### src/rtl/vga_capture_pkg.sv
// vga_capture_pkg: shared state encoding, default 640x480@60 timing and
// CRC-16-CCITT constants for the VGA capture block.
package vga_capture_pkg;

  typedef enum logic [1:0] {
    UNLOCKED = 2'd0,
    ACQUIRE  = 2'd1,
    LOCKED   = 2'd2
  } state_e;

  localparam int VGA_H_TOTAL  = 800;
  localparam int VGA_H_OFFSET = 144;
  localparam int VGA_H_ACTIVE = 640;
  localparam int VGA_V_TOTAL  = 525;
  localparam int VGA_V_OFFSET = 35;
  localparam int VGA_V_ACTIVE = 480;

  localparam logic [15:0] CRC_POLY = 16'h1021;
  localparam logic [15:0] CRC_INIT = 16'hFFFF;

endpackage

### src/rtl/vga_crc16.sv
// vga_crc16: one combinational CRC-16-CCITT step over a 16-bit word, MSB first.
module vga_crc16
  import vga_capture_pkg::*;
(
  input  logic [15:0] crc_i,
  input  logic [15:0] data_i,
  output logic [15:0] crc_o
);

  logic [15:0] c;

  // Shift the word in bit by bit, most significant bit first.
  always_comb begin
    c = crc_i;
    for (int i = 15; i >= 0; i--) begin
      if (c[15] ^ data_i[i]) c = {c[14:0], 1'b0} ^ CRC_POLY;
      else                   c = {c[14:0], 1'b0};
    end
    crc_o = c;
  end

endmodule

### src/rtl/vga_capture.sv
// vga_capture: samples hsync/vsync/RGB565 on pix_en, recovers line/frame
// timing from sync assertion edges, verifies line and frame lengths and
// emits one strobe per active pixel with its x, y and colour.
// Optional feature macro VGA_CAPTURE_CRC_EN adds frame_crc/crc_valid: a
// CRC-16-CCITT over every active pixel of each fully locked frame.
module vga_capture
  import vga_capture_pkg::*;
#(
  parameter int H_TOTAL  = VGA_H_TOTAL,
  parameter int H_OFFSET = VGA_H_OFFSET,
  parameter int H_ACTIVE = VGA_H_ACTIVE,
  parameter int V_TOTAL  = VGA_V_TOTAL,
  parameter int V_OFFSET = VGA_V_OFFSET,
  parameter int V_ACTIVE = VGA_V_ACTIVE,
  parameter bit SYNC_POL = 1'b0
) (
  input  logic        sys_clk,
  input  logic        sys_rst,
  input  logic        pix_en,
  input  logic        hsync,
  input  logic        vsync,
  input  logic [15:0] rgb,
  output logic        pix_valid,
  output logic [9:0]  pix_x,
  output logic [9:0]  pix_y,
  output logic [15:0] pix_rgb,
  output logic        frame_start,
  output logic        locked,
`ifdef VGA_CAPTURE_CRC_EN
  output logic [15:0] frame_crc,
  output logic        crc_valid,
`endif
  output logic        sync_err
);

  localparam logic [10:0] H_LAST  = 11'(H_TOTAL - 1);
  localparam logic [10:0] H_MISS  = 11'(H_TOTAL + H_TOTAL / 2);
  localparam logic [10:0] H_SAT   = 11'h7FF;
  localparam logic [10:0] H_FIRST = 11'(H_OFFSET);
  localparam logic [10:0] H_END   = 11'(H_OFFSET + H_ACTIVE - 1);
  localparam logic [9:0]  V_FULL  = 10'(V_TOTAL);
  localparam logic [9:0]  V_FIRST = 10'(V_OFFSET);
  localparam logic [9:0]  V_END   = 10'(V_OFFSET + V_ACTIVE - 1);

  // Sampled syncs are stored normalised: 1 means "at the active level".
  logic        smp_vld_q;
  logic        hs_cur_q, hs_prev_q, vs_cur_q, vs_prev_q;
  logic [15:0] rgb_smp_q;
  logic        hs_edge, vs_edge;

  logic [10:0] h_cnt_q, h_cnt_d;
  logic [9:0]  v_cnt_q, v_cnt_d;
  state_e      state_q, state_d;
  logic        exempt_q, exempt_d;
  logic        h_bad, v_bad, h_miss, viol;

  logic        act_d;
  logic [9:0]  x_d, y_d;

  logic        pix_valid_q, frame_start_q, locked_q, sync_err_q;
  logic [9:0]  pix_x_q, pix_y_q;
  logic [15:0] pix_rgb_q;

  // Input stage: capture sync levels and remember the previous sample.
  always_ff @(posedge sys_clk or posedge sys_rst) begin
    if (sys_rst) begin
      smp_vld_q <= 1'b0;
      hs_cur_q  <= 1'b0;
      hs_prev_q <= 1'b0;
      vs_cur_q  <= 1'b0;
      vs_prev_q <= 1'b0;
    end else begin
      smp_vld_q <= pix_en;
      if (pix_en) begin
        hs_cur_q  <= (hsync == SYNC_POL);
        hs_prev_q <= hs_cur_q;
        vs_cur_q  <= (vsync == SYNC_POL);
        vs_prev_q <= vs_cur_q;
      end
    end
  end

  // Pixel data is only meaningful alongside a sample, so it carries no reset.
  always_ff @(posedge sys_clk) begin
    if (pix_en) rgb_smp_q <= rgb;
  end

  assign hs_edge = smp_vld_q && hs_cur_q && !hs_prev_q;
  assign vs_edge = smp_vld_q && vs_cur_q && !vs_prev_q;

  // Counter next-state: hsync restarts the line, vsync restarts the frame.
  always_comb begin
    h_cnt_d = h_cnt_q;
    v_cnt_d = v_cnt_q;
    if (smp_vld_q) begin
      if (hs_edge)               h_cnt_d = '0;
      else if (h_cnt_q != H_SAT) h_cnt_d = h_cnt_q + 11'd1;
      if (vs_edge)      v_cnt_d = hs_edge ? 10'd1 : 10'd0;
      else if (hs_edge) v_cnt_d = v_cnt_q + 10'd1;
    end
  end

  // Length checks look at the counts accumulated before this sample.
  assign h_bad  = hs_edge && (h_cnt_q != H_LAST) && !exempt_q;
  assign v_bad  = vs_edge && (v_cnt_q != V_FULL);
  assign h_miss = smp_vld_q && !hs_edge && (h_cnt_d == H_MISS);

  // Lock FSM next-state; the first hsync after acquire entry may be partial.
  always_comb begin
    state_d  = state_q;
    exempt_d = exempt_q;
    viol     = 1'b0;
    unique case (state_q)
      UNLOCKED: begin
        if (vs_edge) begin
          state_d  = ACQUIRE;
          exempt_d = 1'b1;
        end
      end
      ACQUIRE: begin
        if (h_bad || v_bad || h_miss) begin
          viol    = 1'b1;
          state_d = UNLOCKED;
        end else if (vs_edge) begin
          state_d = LOCKED;
        end
        if (hs_edge) exempt_d = 1'b0;
      end
      LOCKED: begin
        exempt_d = 1'b0;
        if (h_bad || v_bad || h_miss) begin
          viol    = 1'b1;
          state_d = UNLOCKED;
        end
      end
      default: state_d = UNLOCKED;
    endcase
  end

  // Timing state: counters, lock state and the acquire exemption flag.
  always_ff @(posedge sys_clk or posedge sys_rst) begin
    if (sys_rst) begin
      h_cnt_q  <= '0;
      v_cnt_q  <= '0;
      state_q  <= UNLOCKED;
      exempt_q <= 1'b0;
    end else begin
      h_cnt_q  <= h_cnt_d;
      v_cnt_q  <= v_cnt_d;
      state_q  <= state_d;
      exempt_q <= exempt_d;
    end
  end

  assign act_d = smp_vld_q && (state_q == LOCKED) &&
                 (h_cnt_d >= H_FIRST) && (h_cnt_d <= H_END) &&
                 (v_cnt_d >= V_FIRST) && (v_cnt_d <= V_END);
  assign x_d   = 10'(h_cnt_d - H_FIRST);
  assign y_d   = 10'(v_cnt_d - V_FIRST);

  // Output stage: pixel strobe and coordinates, lock flag and error pulse.
  always_ff @(posedge sys_clk or posedge sys_rst) begin
    if (sys_rst) begin
      pix_valid_q   <= 1'b0;
      frame_start_q <= 1'b0;
      pix_x_q       <= '0;
      pix_y_q       <= '0;
      pix_rgb_q     <= '0;
      locked_q      <= 1'b0;
      sync_err_q    <= 1'b0;
    end else begin
      pix_valid_q   <= act_d;
      frame_start_q <= act_d && (x_d == 10'd0) && (y_d == 10'd0);
      if (act_d) begin
        pix_x_q   <= x_d;
        pix_y_q   <= y_d;
        pix_rgb_q <= rgb_smp_q;
      end
      locked_q      <= (state_q == LOCKED);
      sync_err_q    <= viol;
    end
  end

  assign pix_valid   = pix_valid_q;
  assign frame_start = frame_start_q;
  assign pix_x       = pix_x_q;
  assign pix_y       = pix_y_q;
  assign pix_rgb     = pix_rgb_q;
  assign locked      = locked_q;
  assign sync_err    = sync_err_q;

`ifdef VGA_CAPTURE_CRC_EN
  localparam logic [9:0] X_LAST = 10'(H_ACTIVE - 1);
  localparam logic [9:0] Y_LAST = 10'(V_ACTIVE - 1);

  logic        last_q, crc_ok_q, crc_valid_q;
  logic [15:0] crc_q, frame_crc_q, crc_step;

  vga_crc16 u_crc (
    .crc_i  (frame_start_q ? CRC_INIT : crc_q),
    .data_i (pix_rgb_q),
    .crc_o  (crc_step)
  );

  // Marks the final active pixel so the CRC can be published behind it.
  always_ff @(posedge sys_clk or posedge sys_rst) begin
    if (sys_rst) last_q <= 1'b0;
    else         last_q <= act_d && (x_d == X_LAST) && (y_d == Y_LAST);
  end

  // Running CRC; a frame only publishes if lock held since its first pixel.
  always_ff @(posedge sys_clk or posedge sys_rst) begin
    if (sys_rst) begin
      crc_q       <= '0;
      frame_crc_q <= '0;
      crc_ok_q    <= 1'b0;
      crc_valid_q <= 1'b0;
    end else begin
      crc_valid_q <= 1'b0;
      if (pix_valid_q) begin
        crc_q <= crc_step;
        if (frame_start_q) crc_ok_q <= 1'b1;
        if (last_q && (crc_ok_q || frame_start_q)) begin
          frame_crc_q <= crc_step;
          crc_valid_q <= 1'b1;
        end
      end
      if (state_q != LOCKED) crc_ok_q <= 1'b0;
    end
  end

  assign frame_crc = frame_crc_q;
  assign crc_valid = crc_valid_q;
`endif

endmodule

### config.mk
export PLATFORM = sky130hd
export DESIGN_NAME = vga_capture
export DESIGN_NICKNAME = d
export VERILOG_FILES = /design/src/rtl/vga_capture_pkg.sv /design/src/rtl/vga_crc16.sv /design/src/rtl/vga_capture.sv
export SDC_FILE = /design/constraint.sdc
export NUM_CORES = 1
export LEC_CHECK = 0
export CAP_MARGIN = 5
export CORE_MARGIN = 5
export CORE_UTILIZATION = 45
export CTS_CLUSTER_SIZE = 10
export DETAILED_ROUTE_END_ITERATION = 12
export PLACE_DENSITY = 0.76
export SETUP_SLACK_MARGIN = 0.15
export SLEW_MARGIN = 40
export SYNTH_ARGS = -nofsm -noshare
export SYNTH_HDL_FRONTEND = slang
export SYNTH_SLANG_ARGS = --single-unit
### constraint.sdc
create_clock -name sys_clk -period 7.3 [get_ports sys_clk]
set_input_delay 1.46 -clock sys_clk [delete_from_list [all_inputs] [get_ports sys_clk]]
set_output_delay 1.46 -clock sys_clk [all_outputs]
set_load 0.01 [all_outputs]
# Yosys cells after proc, flatten, opt, wreduce, memory -nomap -nowiden
# Cells that the tools add are included.
[totals] register_bits=85 inputBits=21 output_inout_bits=40 elab_cells=83
[op_classes] addsub=4 order_cmp=4 n_eq_ne=10 mux=17 bitwise=2 n_reduce_logical=29
[ops] op="2-to-1 mux 11 bit" n=3
[ops] op="2-to-1 mux 10 bit" n=3
[ops] op="logical NOT 10 bit" n=2
[ops] op="logical AND 1 bit" n=16
[ops] op="adder 11 x 1 -> 11 bit, second input constant" n=1
[ops] op="== test 11 bit, second input constant" n=1
[ops] op=">= comparator 11 x 8 -> 1 bit, second input constant" n=1
[ops] op="less-or-equal comparator 11 x 10 -> 1 bit, second input constant" n=1
[ops] op="inequality test 11 x 10 -> 1 bit, second input constant" n=1
[ops] op="inequality test 11 bit, second input constant" n=1
[ops] op="adder 10 x 1 -> 10 bit, second input constant" n=1
[ops] op=">= comparator 10 x 6 -> 1 bit, second input constant" n=1
[ops] op="less-or-equal comparator 10 bit, second input constant" n=1
[ops] op="inequality test 10 bit, second input constant" n=1
[ops] op="subtractor 10 x 6 -> 10 bit, second input constant" n=1
[ops] op="subtractor 10 x 8 -> 10 bit, second input constant" n=1
[ops] op="2-to-1 mux 2 bit" n=4
[ops] op="inequality test 2 bit, second input constant" n=3
[ops] op="one-hot mux 2 bit (3 select lines)" n=1
[ops] op="AND reduction 3 bit" n=2
[ops] op="2-to-1 mux 1 bit" n=5
[ops] op="logical NOT 1 bit" n=4
[ops] op="inequality test 3 bit, second input constant" n=1
[ops] op="one-hot mux 1 bit (3 select lines)" n=1
[ops] op="other kinds (7)" n=9

# Longest topological paths before layout
# Gate-level depths: netlist of the first run.
[logic_depth] word_depth=11 ltp_mapped=15 ltp_nobuf=14

# Worst setup path after synthesis of the first run
# No wires, ideal clock.
[synth_timing] path_type="register to register" start="register smp_vld_q" end="register frame_start_q (netlist: frame_start)" setup_time_ns=0.080 arrival_time_ns=3.036 required_ns=7.220 slack_ns=4.184 path_stages_with_launch=14 path_buffers=2 synth_period_minus_slack_ns=3.116 cell_sequence="dfrtp_1 buf_6 nand3b_1 buf_2 nand2_1 xnor2_1 inv_1 ha_1 a21oi_1 o21ai_1 xnor2_1 or4_1 or4_1 nor3_2"
[synth_between] word_cells_on_any_way=25 cone_classes="2 x add/sub; 4 x order compare; 6 x mux; 13 x reduce/logical"
[synth_rtl] element="from (decl)" line_no="vga_capture.sv:46" rtl="logic smp_vld_q;"
[synth_rtl] element="from (signal assigned)" line_no="vga_capture.sv:73" rtl="smp_vld_q <= pix_en;"
[synth_rtl] element="logical AND 1 bit (2 in a row)" line_no="vga_capture.sv:88" rtl="assign hs_edge = smp_vld_q && hs_cur_q && !hs_prev_q;"
[synth_rtl] element="2-to-1 mux 10 bit or 2-to-1 mux 1 bit (tied branches)" line_no="vga_capture.sv:99, vga_capture.sv:98"
[synth_rtl] element="2-to-1 mux 10 bit" line_no="vga_capture.sv:98" rtl="if (vs_edge) v_cnt_d = hs_edge ? 10'd1 : 10'd0;"
[synth_rtl] element="2-to-1 mux 10 bit (*)" line_no="vga_capture.sv:95" rtl="if (smp_vld_q) begin"
[synth_rtl] element="subtractor 10 x 6 -> 10 bit (*)" line_no="vga_capture.sv:159" rtl="assign y_d = 10'(v_cnt_d - V_FIRST);"
[synth_rtl] element="net y_d[0]" line_no="vga_capture.sv:58" rtl="logic [9:0] x_d, y_d;"
[synth_rtl] element="logical NOT 10 bit (*)" line_no="vga_capture.sv:173" rtl="frame_start_q <= act_d && (x_d == 10'd0) && (y_d == 10'd0);"
[synth_rtl] element="logical AND 1 bit (*)" line_no="vga_capture.sv:173"
[synth_rtl] element="to (signal assigned)" line_no="vga_capture.sv:173"
[synth_rtl] element="to (decl)" line_no="vga_capture.sv:60" rtl="logic pix_valid_q, frame_start_q, locked_q, sync_err_q;"
# Mark *: on every way through the listed nets, which the timed path passes. The rest lies on a longest branch.
# A chain may end at the register's enable or synchronous reset.

# Worst setup path after layout of the first run
[layout_timing] start="register smp_vld_q" end="register pix_rgb_q[11] (netlist: pix_rgb[11])"
[layout_between] word_cells_on_any_way=19 cone_classes="4 x order compare; 6 x mux; 9 x reduce/logical"
[layout_rtl] element="logical AND 1 bit (2 in a row)" line_no="vga_capture.sv:88"
[layout_rtl] element="2-to-1 mux 10 bit" line_no="vga_capture.sv:99" rtl="else if (hs_edge) v_cnt_d = v_cnt_q + 10'd1;"
[layout_rtl] element="2-to-1 mux 10 bit" line_no="vga_capture.sv:98"
[layout_rtl] element="2-to-1 mux 10 bit (*)" line_no="vga_capture.sv:95"
[layout_rtl] element="net v_cnt_d[1]" line_no="vga_capture.sv:52" rtl="logic [9:0] v_cnt_q, v_cnt_d;"
[layout_rtl] element=">= comparator 10 x 6 -> 1 bit" line_no="vga_capture.sv:157" rtl="(v_cnt_d >= V_FIRST) && (v_cnt_d <= V_END);"
[layout_rtl] element="logical AND 1 bit" line_no="vga_capture.sv:156" rtl="(h_cnt_d >= H_FIRST) && (h_cnt_d <= H_END) &&"
[layout_rtl] element="logical AND 1 bit (*)" line_no="vga_capture.sv:157"
[layout_rtl] element="to (signal assigned)" line_no="vga_capture.sv:177" rtl="pix_rgb_q <= rgb_smp_q;"
[layout_rtl] element="to (decl)" line_no="vga_capture.sv:62" rtl="logic [15:0] pix_rgb_q;"
# Marked as above.

==> results.ini, run 1 <==
[place]
dpl-instance-area_um2=5070
port_buffers=60
place_congestion=0.910
dp_hpwl_mm=6.94

[global_route]
overflow=0
grt_pass1_vias=3222
antenna_found_initial=0
grt_max_degree=70
grt_util_met2=0.280
busiest_layer=met2
met3_usage=0.0456
track_usage=0.172
use_met1=0.219
grt_pass1_wl_mm=15.8

[power_and_ir_drop]
switching_share=0.346
switchingPower_uw=410
internal_power_uw=774
p_per_area_nw_per_um2=225
peakVddDrop_mv=0.143
comb_power_share=0.240
pwr-share-clk=0.261
pwr-share-seq=0.499
p_total_uw=1180
total_leakage_power_uw=0.00222

[timing]
max-slew-margin-rel=0.451
fin_skew_ns=0.0139
finalSetupTns_ns=0
post-route-period-util=0.600
worstMarginPinSlew_ns=0.823
setup_viol=0
hold_violations=0
rsz0062_at_grt=false
fmaxAchievable_mhz=228
worst_hold_slack_ns=0.476
finalMaxSlewViolations=0
final.min_clock_period_ns=4.38

[clock_network]
cts_sinks=85
ctsHoldBuffers=0
cts_max_level=3
clockBufferDepth=2
cts_tree=done
numCtsBuffers=9
cts_root_buf=clkbuf_8
cts.clk_slew.worst_paths_ns=0.10
cts_setup_buffers=0
clock_latency_ns=0.36
cts_resized=0

[detailed_routing]
vias=3080
via_per_inst=5.43
wl_per_cell_um=17.1
dr.first_iter.drc_count=132
ant_nets=0
drt-total-wl_mm=9.72
first_pass_iters=4
drcViolationCount=0

[min_path]
worstHoldPathType=reg -> reg

[floorplanning]
io-pin-count=61
rows=36
die_w_um=109
core_um2=9680
dieArea_um2=11900
start_util=0.455
die-height_um=109

[setup_path]
crit_required_ns=7.55
worstPathArrival_ns=4.63
worstSetupPathType=reg -> reg
worstPathMaxFanout=37
startpoint_type=flip-flop
cp-end-kind=flip-flop

[synthesis]
yosysMostFrequentCell=dfrtp_1
synth_nets=406
ys_top_cells_by_area=dfrtp_1, edfxtp_1, mux2_4, ha_1, mux2_2
synth_seq_area_share=0.501
yosysWarnings=0
ys_types=70
syn_area_um2=4410
synth_common_cells=dfrtp_1, mux2_4, nor2_1
yosys.area.top_type=dfrtp_1
syn_inst=372
async_flop_share=0.812
ys_ff_latch=85
synth_ff_type=dfrtp_1
synth_edf_count=16
synth_area_per_cell_um2=11.9
synth_top_cell_area_share=0.392

[final_layout]
fin_area_um2=5250
area_growth_syn_to_layout_pct=19.1
fin_util=0.542
antennaDiodeCount=0
finalNetCount=463
drive_gt1_frac=0.175

[run_status]
status=complete, no violations

[job]
max-cap-violations=0

[area by class of cell]
| class | instances | area [um2] |
|---|---|---|
| Inverter | 20 | 77.6 |
| Clock inverter | 7 | 52.6 |
| Tap cell | 133 | 166 |
| Sequential cell | 85 | 2210 |
| Clock buffer | 9 | 124 |
| Fill cell | 838 | 4430 |
| Multi-Input combinational cell | 252 | 2020 |
| Timing Repair Buffer | 61 | 607 |
[power groups by stage]
stage	clock network [uW]	registers, uW	logic [uW]
finish	309	590	284
global route	338	598	317
CTS	320	589	284
detailed placement	0	598	283
global placement	0	596	273
floorplan	0	560	237
[routing by layer]
layer  vias to the layer above  wire (um)
met3                        18        416
met1                      1510       4310
met4                         0        199
met5                         -          0
li1                       1477          -
met2                        75       4790
[through the flow]
stage	instances	worst slack, ns
after floorplan	372	4.10
final	567	2.92
after detailed placement	551	3.02
after global placement	551	3.15
after global routing	567	2.71
after CTS	567	3.01
[worst max-delay path, stage by stage (launching register included)]
cell      delay, ns
dfrtp_1        0.89
and3b_1        0.63
nor2_1         0.07
a211oi_1       0.61
ha_1           0.40
a21oi_1        0.09
nor2_1         0.18
o21bai_1       0.12
a211oi_2       0.21
nand3_2        0.14
inv_4          0.48
mux2_2         0.41
[worst paths after layout]
path	start	endpoint	slack [ns]	depth (start not counted)
max	smp_vld_q	pix_rgb[11]	2.92	11
min	rgb_smp_q[14]	pix_rgb[14]	0.48	1
max reg2reg	smp_vld_q	pix_rgb[11]	2.92	11
min reg2reg	rgb_smp_q[14]	pix_rgb[14]	0.48	1
max in group asynchronous	sys_rst	h_cnt_q[0]	5.28	3
min in group asynchronous	sys_rst	pix_rgb[4]	1.58	3
[state kept, by name, summed over array words and instances (netlist names), 2 cells and up]
signal / flops
v_cnt_q: 10
pix_x: 10
state_q: 2
pix_y: 10
pix_rgb: 16
rgb_smp_q: 16
h_cnt_q: 11
[layout by cell type, fill, tap and decap left out, types with 2 or more instances in the layout]
cell type | netlist | layout
dfrtp_1 | 69 | 69
clkdlybuf4s50_1 | 0 | 59
mux2_4 | 28 | 28
nor2_1 | 25 | 25
nand2_1 | 23 | 23
inv_1 | 17 | 16
edfxtp_1 | 16 | 16
ha_1 | 13 | 13
nand3_1 | 11 | 11
xnor2_1 | 11 | 11
a21oi_1 | 9 | 9
o21ai_0 | 9 | 9
mux2_2 | 9 | 9
clkbuf_8 | 0 | 9
nor3_1 | 7 | 7
nor4_1 | 7 | 7
xor2_1 | 7 | 7
and3_1 | 6 | 6
a31oi_1 | 6 | 6
nand3b_1 | 5 | 5
o211ai_1 | 5 | 5
inv_6 | 0 | 5
nand4_1 | 4 | 4
or4_1 | 4 | 4
nor2b_1 | 3 | 3
nand2b_1 | 3 | 3
o31a_1 | 3 | 3
inv_2 | 2 | 3
and4_1 | 3 | 3
a211oi_1 | 3 | 3
o21ai_1 | 3 | 3
nand3_2 | 2 | 2
a41o_1 | 2 | 2
nand4b_1 | 2 | 2
nor3_2 | 2 | 2
nor4_2 | 2 | 2
or3_1 | 2 | 2
mux2i_1 | 2 | 2
nor3b_1 | 2 | 2
[cell families after synthesis]
family | Yosys count | share of synthesized area
AO/OA/AOI/OAI | 60 | 0.0990
XOR/XNOR | 18 | 0.0358
adder cells (fa/ha/maj) | 13 | 0.0369
buffers and inverters | 35 | 0.0420
flip-flops | 85 | 0.501
multiplexers | 39 | 0.123
AND/OR/NAND/NOR | 122 | 0.163
Note: power is estimated with default switching activity, not from simulation.
==> inputs of run 2 (changes only) <==
--- a/config.mk
+++ b/config.mk
@@ -10,7 +10,7 @@
 export CORE_UTILIZATION = 45
 export CTS_CLUSTER_SIZE = 10
 export DETAILED_ROUTE_END_ITERATION = 12
-export PLACE_DENSITY = 0.76
+export PLACE_DENSITY = 0.78
 export SETUP_SLACK_MARGIN = 0.15
 export SLEW_MARGIN = 40
 export SYNTH_ARGS = -nofsm -noshare
==> constraint.sdc (replaced) <==
create_clock -name sys_clk -period 3.55 [get_ports sys_clk]
set_input_delay 0.71 -clock sys_clk [delete_from_list [all_inputs] [get_ports sys_clk]]
set_output_delay 0.71 -clock sys_clk [all_outputs]
set_load 0.01 [all_outputs]
==> results.ini, run 2 (synthesis results as in run 1) <==
[setup_path]
crit_path_cell_trace=ha_2 -> nand4_2 -> o41ai_2 -> a22o_1 -> nand4_1 -> o311ai_1 -> a31o_1 -> nand3_2 -> inv_4 -> buf_12 -> mux2_2
rr_worst_depth=11
crit_slowest_cell=dfrtp_1
worstReg2RegStart=h_cnt_q[0]
critPathMaxStageDelay_ns=0.48
crit_buf_inv=2
crit_required_ns=3.80
startpoint_type=flip-flop
worstPathMaxFanout=17
worstSetupPathType=reg -> reg
reg2reg_to=pix_y[1]
cp-end-kind=flip-flop
crit_family=compound AO/OA/AOI/OAI gates
r2r_slack_ns=0.29
worstPathArrival_ns=3.51

[detailed_routing]
first_pass_iters=4
vias=3146
ant_nets=0
drt-total-wl_mm=10.1
dr.first_iter.drc_count=178
via_per_inst=5.44
drcViolationCount=0
wl_per_cell_um=17.4

[final_layout]
layout_common_cells=dfrtp_1, clkdlybuf4s50_1, mux2_4, nor2_1, nand2_1
area_growth_syn_to_layout_pct=22.4
fin_util=0.557
finalNetCount=474
drive_gt1_frac=0.211
antennaDiodeCount=0
final_common_cell=dfrtp_1

[min_path]
worstHoldEndpoint=pix_rgb[0]
min_path_cells=1
worstHoldPathType=reg -> reg
hp-start=rgb_smp_q[0]

[power_and_ir_drop]
internal_power_uw=1630
pwr-share-clk=0.266
p_per_area_nw_per_um2=468
comb_power_share=0.258
switching_share=0.355
p_total_uw=2520
peakVddDrop_mv=0.286
total_leakage_power_uw=0.00228
pwr-share-seq=0.476
switchingPower_uw=896

[timing]
fin_ws_ns=0.287
worstMarginPinSlew_ns=0.597
worst_hold_slack_ns=0.481
hold_violations=0
fmaxAchievable_mhz=306
final.min_clock_period_ns=3.26
finalSetupTns_ns=0
finalMaxSlewViolations=0
max-slew-margin-rel=0.601
fin_skew_ns=0.0128
post-route-period-util=0.919
setup_viol=0
rsz0062_at_grt=false

[place]
place_ws_ns=0.0508
port_buffers=60
dp_hpwl_mm=7.49
place_congestion=0.913

[floorplanning]
rows=36
dieArea_um2=11900
die-height_um=109
die_w_um=109
start_util=0.455
core_um2=9680
io-pin-count=61

[global_route]
antenna_found_initial=0
grt_pass1_vias=3266
grt_max_degree=30
grt_pass1_wl_mm=16.7
track_usage=0.182
overflow=0

[clock_network]
cts_max_level=3
cts_root_buf=clkbuf_8
numCtsBuffers=9
clockBufferDepth=2
clock_latency_ns=0.36
cts.clk_slew.worst_paths_ns=0.10
cts_sinks=85
cts_tree=done
ctsHoldBuffers=0

[job]
max-cap-violations=0

[run_status]
status=complete, no violations

run 2: changes by cell type in the layout (fill, tap and decap cells not counted), sizes merged:
| cell | before | now |
|---|---|---|
| clkinv | 2 | 1 |
| inv | 25 | 26 |
| buf | 2 | 12 |
| clkdlybuf4s50 | 59 | 60 |
run 2: worst max-delay path by stage:
stage                           from          end  slack [ns]  depth (start not counted)
after global routing      v_cnt_q[1]  frame_start        0.14                         10
final                     h_cnt_q[0]     pix_y[1]        0.29                         11
after CTS                 h_cnt_q[0]  pix_rgb[12]        0.16                         14
after detailed placement  h_cnt_q[0]  pix_rgb[12]        0.05                         14
after floorplan            smp_vld_q  frame_start        0.43                         13
after global placement    h_cnt_q[0]  pix_rgb[12]        0.11                         14
run 2: per-stage QoR:
| step | cells | cell area [um2] |
|---|---|---|
| 2_1_floorplan | 372 | 4410 |
| 3_3_place_gp | 562 | 5170 |
| 3_5_place_dp | 562 | 5170 |
| 4_1_cts | 578 | 5370 |
| 5_1_grt | 578 | 5400 |
| 6_report | 578 | 5400 |
run 2: layout make-up:
type,count,area [um2]
Timing Repair Buffer,72,703
Inverter,20,77.6
Fill cell,812,4290
Clock buffer,9,124
Tap cell,133,166
Clock inverter,7,62.6
Sequential cell,85,2210
Multi-Input combinational cell,252,2050
run 2: power by group through the flow:
stage               Clock (uW)  Combinational [uW]  Sequential, uW
global placement             0                 597            1210
CTS                        686                 627            1200
floorplan                    0                 487            1150
global route               736                 729            1220
finish                     671                 650            1200
detailed placement           0                 611            1220
run 2: repair_timing:
| action | 4_1_cts | 5_1_grt |
|---|---|---|
| endpoints found under the hold margin | 0 | 0 |
| setup buffers | 0 | 0 |
| gates resized for setup | 2 | 8 |
| setup endpoints to repair | 30 | 31 |
run 2: layer usage:
layer,global-route usage,part of all wire
met5,0,0
met3,0.0426,0.039
met4,0.0523,0.0098
met2,0.309,0.52
met1,0.233,0.43
==> inputs of run 3 (changes only) <==
--- a/config.mk
+++ b/config.mk
@@ -7,12 +7,14 @@
 export LEC_CHECK = 0
 export CAP_MARGIN = 5
 export CORE_MARGIN = 5
-export CORE_UTILIZATION = 45
+export CORE_UTILIZATION = 29
 export CTS_CLUSTER_SIZE = 10
 export DETAILED_ROUTE_END_ITERATION = 12
-export PLACE_DENSITY = 0.78
+export PLACE_DENSITY = 0.57
+export RECOVER_POWER = 50
 export SETUP_SLACK_MARGIN = 0.15
 export SLEW_MARGIN = 40
 export SYNTH_ARGS = -nofsm -noshare
 export SYNTH_HDL_FRONTEND = slang
+export SYNTH_HIERARCHICAL = 1
 export SYNTH_SLANG_ARGS = --single-unit
==> results.ini, run 3 <==
[setup_path]
crit_required_ns=3.82
worstPathMaxFanout=10
crit_family=simple AND/OR/NAND/NOR gates
r2r_slack_ns=0.33
critPathMaxStageDelay_ns=0.53
cp-end-kind=flip-flop
crit_buf_inv=1
worstSetupPathType=reg -> reg
startpoint_type=flip-flop
crit_slowest_cell=or4_1
crit_path_cell_trace=inv_1 -> ha_1 -> a211oi_2 -> ha_1 -> a21oi_1 -> o21ai_1 -> xnor2_1 -> or4_1 -> or4_1 -> nor3_2
worstPathArrival_ns=3.49

[floorplanning]
start_util=0.293
die_w_um=133
die-height_um=133
core_um2=15000
rows=45
io-pin-count=61
dieArea_um2=17800

[final_layout]
antennaDiodeCount=0
stdcell_count=632
nFillCells=1471
drive_gt1_frac=0.194
layout_common_cells=dfrtp_1, clkdlybuf4s50_1, mux2_4, nor2_1, nand2_1
finalNetCount=473
area_growth_syn_to_layout_pct=25.9
final_common_cell=dfrtp_1
fin_area_um2=5550

[detailed_routing]
drcViolationCount=0
dr.first_iter.drc_count=226
route.met3.wl_um=418
first_pass_iters=4
ant_nets=0
vias=3166
drt-total-wl_mm=10.6
drt-met1-wl_mm=4.82
via_per_inst=5.01
wl_per_cell_um=16.8
top_layer=met4
routed-wl-met2_mm=5.10

[timing]
rsz0062_at_grt=true
worstMarginPinSlew_ns=1.41
hold_violations=0
worst_hold_slack_ns=0.478
finalSetupTns_ns=0
final.min_clock_period_ns=3.22
fin_skew_ns=0.0104
max-slew-margin-rel=0.0567
setup_viol=0
post-route-period-util=0.907
finalMaxSlewViolations=0
fmaxAchievable_mhz=311

[synthesis]
synth_seq_area_share=0.501
synth_nets=406
yosys.area_share.simple=0.163
synth_top_family_by_area=simple AND/OR/NAND/NOR gates
syn_inst=372
async_flop_share=0.812
ys_top_cells_by_area=dfrtp_1, edfxtp_1, mux2_4, ha_1, mux2_2
yosys.area.top_type=dfrtp_1
synth_xor_xnor_area_share=0.0358
synth_compound_area_frac=0.0990
ys_ff_latch=85
synth_area_per_cell_um2=11.9
synth_common_cells=dfrtp_1, mux2_4, nor2_1
yosysMostFrequentCell=dfrtp_1
synth_adder_area_share=0.0369
synth_ff_type=dfrtp_1
ys_types=70
yosysWarnings=6
synth_top_cell_area_share=0.392
syn_area_um2=4410
synth_edf_count=16
synthMuxAreaShare=0.123

[power_and_ir_drop]
peakVddDrop_mv=0.247
total_leakage_power_uw=0.00233
p_total_uw=2780
p_per_area_nw_per_um2=500

[clock_network]
cts_root_buf=clkbuf_16
cts_max_level=3
cts.clk_slew.worst_paths_ns=0.07
clockBufferDepth=2
cts_sinks=85
cts_setup_buffers=0
cts_tree=done
numCtsBuffers=9
clock_latency_ns=0.34

[global_route]
overflow=0
grt_pass1_vias=3248
track_usage=0.124
grt_max_degree=40
grt_pass1_wl_mm=17.5
antenna_found_initial=0

[run_status]
status=complete, no violations

[place]
port_buffers=60
dp.cells=616
dp_hpwl_mm=7.64
place_congestion=0.872
dpl-instance-area_um2=5260

[job]
max-cap-violations=0

[min_path]
worstHoldPathType=reg -> reg

-- run 3: worst register-to-register path, cell delays in order, from the launching register on --
cell	delay [ns]
dfrtp_1	0.52
inv_1	0.08
ha_1	0.30
a211oi_2	0.37
ha_1	0.37
a21oi_1	0.10
o21ai_1	0.17
xnor2_1	0.10
or4_1	0.46
or4_1	0.53
nor3_2	0.16
-- run 3: cells by family after synthesis --
group           Yosys count
buf+inv                  35
fa+ha+maj                13
mux                      39
compound gates           60
flops                    85
xor+xnor                 18
simple gates            122
-- run 3: cell type report --
type / instances / area (um2) / area share
Sequential cell: 85 / 2210 / 0.397
Multi-Input combinational cell: 252 / 2040 / 0.367
Timing Repair Buffer: 71 / 698 / 0.126
Tap cell: 188 / 235 / 0.0424
Clock buffer: 9 / 225 / 0.0406
Inverter: 20 / 78.8 / 0.0142
Clock inverter: 7 / 71.3 / 0.0128
-- run 3: metrics by stage --
stage	util	worst slack [ns]
2_1_floorplan	-	0.434
3_3_place_gp	0.350	0.291
3_5_place_dp	0.350	0.193
4_1_cts	0.369	0.168
5_1_grt	0.369	0.126
6_report	0.369	0.330
-- run 3: metal layers --
| metal | global-route usage | vias to the layer above |
|---|---|---|
| met4 | 0.0520 | 0 |
| met2 | 0.198 | 77 |
| met5 | 0 | - |
| met1 | 0.156 | 1570 |
| li1 | - | 1497 |
| met3 | 0.0381 | 22 |
-- run 3: timing repair --
| item | CTS | global route |
|---|---|---|
| hold buffers | 0 | 0 |
| hold endpoints to repair | 0 | 0 |
| gates resized for setup | 0 | 4 |
| endpoints found under the setup margin | 0 | 36 |
-- run 3: power by group --
part | switching, uW | leakage [uW] | internal, uW | total [uW]
registers | 130 | 0.00109 | 1080 | 1210
logic | 356 | 0.00109 | 260 | 616
clock network | 401 | 0.000150 | 549 | 949
total | 887 | 0.00233 | 1890 | 2780
-- run 3: final timing paths --
| path | endpoint | depth (start not counted) | startpoint |
|---|---|---|---|
| min in group asynchronous | pix_rgb[8] | 2 | sys_rst |
| setup / recovery | frame_start | 10 | v_cnt_q[1] |
| hold / removal | pix_rgb[12] | 1 | rgb_smp_q[12] |
| setup reg to reg | frame_start | 10 | v_cnt_q[1] |
| max in group asynchronous | sync_err | 3 | sys_rst |
| hold reg to reg | pix_rgb[12] | 1 | rgb_smp_q[12] |
